[src/rtl/tdm_pkg.sv]
// Shared types and limits for the 2:1 TDM receive path.
package tdm_pkg;

   localparam int unsigned WIDTH_MIN = 2;
   localparam int unsigned WIDTH_MAX = 32;

   typedef enum logic {IDLE, RECV} state_t;
   typedef enum logic {SLOT_A, SLOT_B} slot_t;

endpackage

[src/rtl/tdm_lane_shift.sv]
// One channel's deserialiser: shift register with clear and shift-enable.
module tdm_lane_shift #(
   parameter int unsigned WIDTH     = 8,
   parameter bit          MSB_FIRST = 1'b0
) (
   input  logic             clk,
   input  logic             rst,
   input  logic             clear,
   input  logic             shift_en,
   input  logic             din,
   output logic [WIDTH-1:0] q,
   output logic [WIDTH-1:0] q_next
);

   logic [WIDTH-1:0] base;

   // Clear and shift may coincide: the first bit of a new frame lands in an emptied register.
   // NOTE: every always_comb output gets a default first, so no latch can be inferred.
   always_comb begin
      base   = clear ? '0 : q;
      q_next = base;
      if (shift_en) begin
         if (MSB_FIRST) q_next = {base[WIDTH-2:0], din};
         else           q_next = {din, base[WIDTH-1:1]};
      end
   end

   // NOTE: sequential state uses non-blocking assignments so all flops update together.
   always_ff @(posedge clk) begin
      if (rst) q <= '0;
      else     q <= q_next;
   end

endmodule

[src/rtl/tdm_demux2_rx.sv]
// Splits an A,B-interleaved serial frame into two words with a valid/ready output stage.
module tdm_demux2_rx
   import tdm_pkg::*;
#(
   parameter int unsigned WIDTH     = 8,
   parameter bit          MSB_FIRST = 1'b0
) (
   input  logic             clk,
   input  logic             rst,
   input  logic             din,
   input  logic             din_valid,
   input  logic             sync,
   output logic [WIDTH-1:0] out_a,
   output logic [WIDTH-1:0] out_b,
   output logic             out_valid,
   input  logic             out_ready,
   output logic             frame_err,
   output logic             overrun
);

   localparam int unsigned CW = $clog2(2 * WIDTH);
   localparam logic [CW-1:0] LAST_SLOT = CW'(2 * WIDTH - 1);

   state_t          state;
   logic [CW-1:0]   slot_cnt;
   slot_t           slot;
   logic            start;
   logic            take;
   logic            last;
   logic [WIDTH-1:0] a_q, a_next, b_q, b_next;

   // A sync with a valid slot restarts the frame in any state; that slot is A bit 0.
   assign start = din_valid && sync;
   assign take  = din_valid && (start || state == RECV);
   assign slot  = (start || !slot_cnt[0]) ? SLOT_A : SLOT_B;
   assign last  = din_valid && !start && state == RECV && slot_cnt == LAST_SLOT;

   tdm_lane_shift #(.WIDTH(WIDTH), .MSB_FIRST(MSB_FIRST)) u_lane_a (
      .clk      (clk),
      .rst      (rst),
      .clear    (start),
      .shift_en (take && slot == SLOT_A),
      .din      (din),
      .q        (a_q),
      .q_next   (a_next)
   );

   tdm_lane_shift #(.WIDTH(WIDTH), .MSB_FIRST(MSB_FIRST)) u_lane_b (
      .clk      (clk),
      .rst      (rst),
      .clear    (start),
      .shift_en (take && slot == SLOT_B),
      .din      (din),
      .q        (b_q),
      .q_next   (b_next)
   );

   always_ff @(posedge clk) begin
      if (rst) begin
         state     <= IDLE;
         slot_cnt  <= '0;
         out_a     <= '0;
         out_b     <= '0;
         out_valid <= 1'b0;
         frame_err <= 1'b0;
         overrun   <= 1'b0;
      end else begin
         frame_err <= start && state == RECV;
         overrun   <= 1'b0;

         if (start) begin
            state    <= RECV;
            slot_cnt <= CW'(1);
         end else if (last) begin
            state    <= IDLE;
            slot_cnt <= '0;
         end else if (take) begin
            slot_cnt <= slot_cnt + CW'(1);
         end

         // The final B bit is still in flight, so the word is taken from the lanes' next value.
         if (last) begin
            if (!out_valid || out_ready) begin
               out_a     <= a_next;
               out_b     <= b_next;
               out_valid <= 1'b1;
            end else begin
               overrun   <= 1'b1;
            end
         end else if (out_valid && out_ready) begin
            out_valid <= 1'b0;
         end
      end
   end

endmodule

[config.mk]
export PLATFORM = sky130hd
export DESIGN_NAME = tdm_demux2_rx
export DESIGN_NICKNAME = d
export VERILOG_FILES = /design/src/rtl/tdm_pkg.sv /design/src/rtl/tdm_lane_shift.sv /design/src/rtl/tdm_demux2_rx.sv
export SDC_FILE = /design/constraint.sdc
export NUM_CORES = 1
export LEC_CHECK = 0
export CAP_MARGIN = 10
export CORE_MARGIN = 4
export CORE_UTILIZATION = 57
export DETAILED_ROUTE_END_ITERATION = 8
export PLACE_DENSITY = 0.83
export SLEW_MARGIN = 20
export SYNTH_ARGS = -nofsm -noshare
export SYNTH_HDL_FRONTEND = slang
export SYNTH_SLANG_ARGS = --single-unit
[constraint.sdc]
create_clock -name clk -period 3.5 [get_ports clk]
set_input_delay 0.7 -clock clk [delete_from_list [all_inputs] [get_ports clk]]
set_output_delay 0.7 -clock clk [all_outputs]
set_load 0.05 [all_outputs]
==> results.toml <==
[outcome]
status = "finished clean"

[clocking]
cts_tree = "yes"
numCtsBuffers = 5
cts_resized = 0
clk_pin_slew_ns = 0.11
cts_buffer_depth = 2
postCtsHoldBufs = 0
clkLatencyLatePin_ns = 0.35
h-tree-depth = 2
cts_sinks = 40
clock-root-buffer = "clkbuf_4"
post_cts_buffers = 0

[sta]
setup_tns_ns = 0
fin_ws_ns = 1.179
timing.final.crit_period_ns = 2.321
clock_skew_ns = 0.005915
rsz0062_at_grt = "false"
fin_crit_sh_pct = 66.31
fmax_ghz = 0.4309
drv_slew = 0
hold_violations = 0
slew_headroom_pct = 39.93
final-setup-viol-count = 0
tightestPinTransition_ns = 0.8982

[critical_path]
critPathKind = "input port to flop"
slowest_delay_ns = 0.74
cp_slowest_cell = "clkdlybuf4s50_1"
critPathTopFamily = "buffers and inverters"
crit_buf_inv = 2
worstPathRequired_ns = 3.76
worst-path-max-fanout = 20
crit_path_start_kind = "input port"
critPathCaptureType = "flop"
arrival_ns = 2.58
path_cells = "clkdlybuf4s50_1, nor2b_2, and3_1, buf_4, nor2_1, a211oi_2"
rrSetupSlack_ns = 1.51

[route]
antenna_left = 0
wl_per_cell_um = 14.88
drt-vias-per-instance = 5.938
post-route-drc-count = 0
drt_wl_total_um = 3362
num_vias = 1342
dr.pass1.iters = 4
dr.first_iter.drc_count = 71

[global_route]
grtUsageTotal_pct = 19.23
antenna_found_initial = 0
grt_pass1_wl_um = 6092
grt_pass1_vias = 1340
grt_overflow = 0
grt_max_degree = 22

[synthesis]
syn-cell-area_um2 = 1765
syn_nets = 183
ys_warn_count = 0
synthFlopType = "dfxtp_1"
synth_area_per_cell_um2 = 10.03
async_flop_share_pct = 0
synth_edf_count = 0
seq_area_frac_synth_pct = 45.36
synth-seq-cells = 40
postSynthCellCount = 176
synthDistinctLibCells = 34

[placement]
gp_congestion = 0.7879
portBuffers = 24
dp_hpwl_um = 2346
pre_cts_slack_ns = 0.8221

[die]
initial_core_util_pct = 61.89
core_um2 = 2853
rows = 19
die_height_um = 63.66
die_x_um = 63.66
die_area_um2 = 4052
num_io_pins = 25

[final_layout]
antenna_cells = 0
final_cell_mix = "dfxtp_1, nor2_1, clkdlybuf4s50_1"
area_delta_synth_final_pct = 14.03
final_common_cell = "dfxtp_1"
drive_gt1_share_pct = 22.56
n_fill_cell = 233
fin_nets = 201

[power_and_ir_drop]
powerDensity_nw_per_um2 = 371.4
ir_worst_vdd_uv = 319.5
p_leak_nw = 0.7056
power_mw = 0.7476

[worst_hold_path]
hp-class = "flop to flop"

[job]
maxCapViolations = 0
## registers in the layout (all words and copies together), names as in the netlist
| signal | cells |
|---|---|
| u_lane_a.q | 8 |
| out_b | 8 |
| out_a | 8 |
| overrun | 1 |
| u_lane_b.q | 8 |
| frame_err | 1 |
| state | 1 |
| slot_cnt | 4 |
| out_valid | 1 |
## cell usage after synthesis (all sizes together) (2+ instances only)
library cell / instances / area share [%]
xor2: 2 / 0.99
nand2: 5 / 1.1
a2bb2oi: 12 / 6.0
inv: 2 / 0.43
and4: 6 / 3.4
nor2: 36 / 8.8
dfxtp: 40 / 45
buf: 9 / 4.9
nor3: 2 / 0.57
a22oi: 2 / 0.85
clkbuf: 7 / 1.5
a211oi: 16 / 11
and4b: 7 / 4.5
a21oi: 15 / 4.3
mux2i: 2 / 1.1
nand2b: 2 / 0.71
## tightest hold or removal path, delay by kind of cell (launching register included)
family / cells / cell delay (ns)
AOI/OAI and AO/OA: 1 / 0.05
and+or+nand+nor: 1 / 0.09
DFF: 1 / 0.33
## worst paths after layout
path | start | end | cells after the start
worst max-delay path | sync | out_a[1] | 6
worst min-delay path | out_b[1] | out_b[1] | 2
worst max register to register | slot_cnt[0] | out_a[1] | 6
worst min register to register | out_b[1] | out_b[1] | 2
## final cells by class
type                    count  area [µm²]  share of cell area [%]
clock buffers               8       58.81                   2.921
inverters                   2       7.507                  0.3729
multi-input cells         118       844.6                   41.95
flip-flops and latches     40       800.8                   39.78
well taps                  31       38.79                   1.927
repair buffers             27       262.8                   13.05
## metrics by stage
stage          cell area [µm²]  hold WS [ns]  cells  utilization (%)
2_1_floorplan             1765        0.4562    176                -
3_3_place_gp              1954        0.4667    218            68.51
3_5_place_dp              1954        0.4797    218            68.51
4_1_cts                   2013        0.5084    226            70.57
5_1_grt                   2013        0.5414    226            70.57
6_report                  2013        0.5040    226            70.57
## report_power, final
group / total (mW) / internal, mW / leakage (nW) / switching, mW
combinational: 0.0426 / 0.0172 / 0.350 / 0.0254
sequential: 0.465 / 0.458 / 0.323 / 0.00739
clock: 0.240 / 0.0991 / 0.0326 / 0.140
total: 0.748 / 0.574 / 0.706 / 0.173
## logic make-up (layout without fill, tap and decap cells)
kind of cell / Yosys count / in the layout / share of synthesized area, %
and+or+nand+nor: 64 / 64 / 21.40
AOI/OAI and AO/OA: 49 / 49 / 23.60
DFF: 40 / 40 / 45.36
buffers and inverters: 18 / 37 / 6.804
xor gates and xnor gates: 2 / 2 / 0.9924
muxes: 2 / 2 / 1.134
adders and majority gates: 1 / 1 / 0.7086
## per-layer routing
metal | global-route usage, % | up-vias | routed length [µm] | part of all wire, %
met4 | 10.51 | 0 | 87 | 2.6
met1 | 23.56 | 633 | 1550 | 46
li1 | - | 675 | - | -
met2 | 30.64 | 26 | 1599 | 48
met5 | 0 | - | 0 | 0
met3 | 4.796 | 8 | 125 | 3.7
No activity file was read; power rests on OpenSTA's default activity.
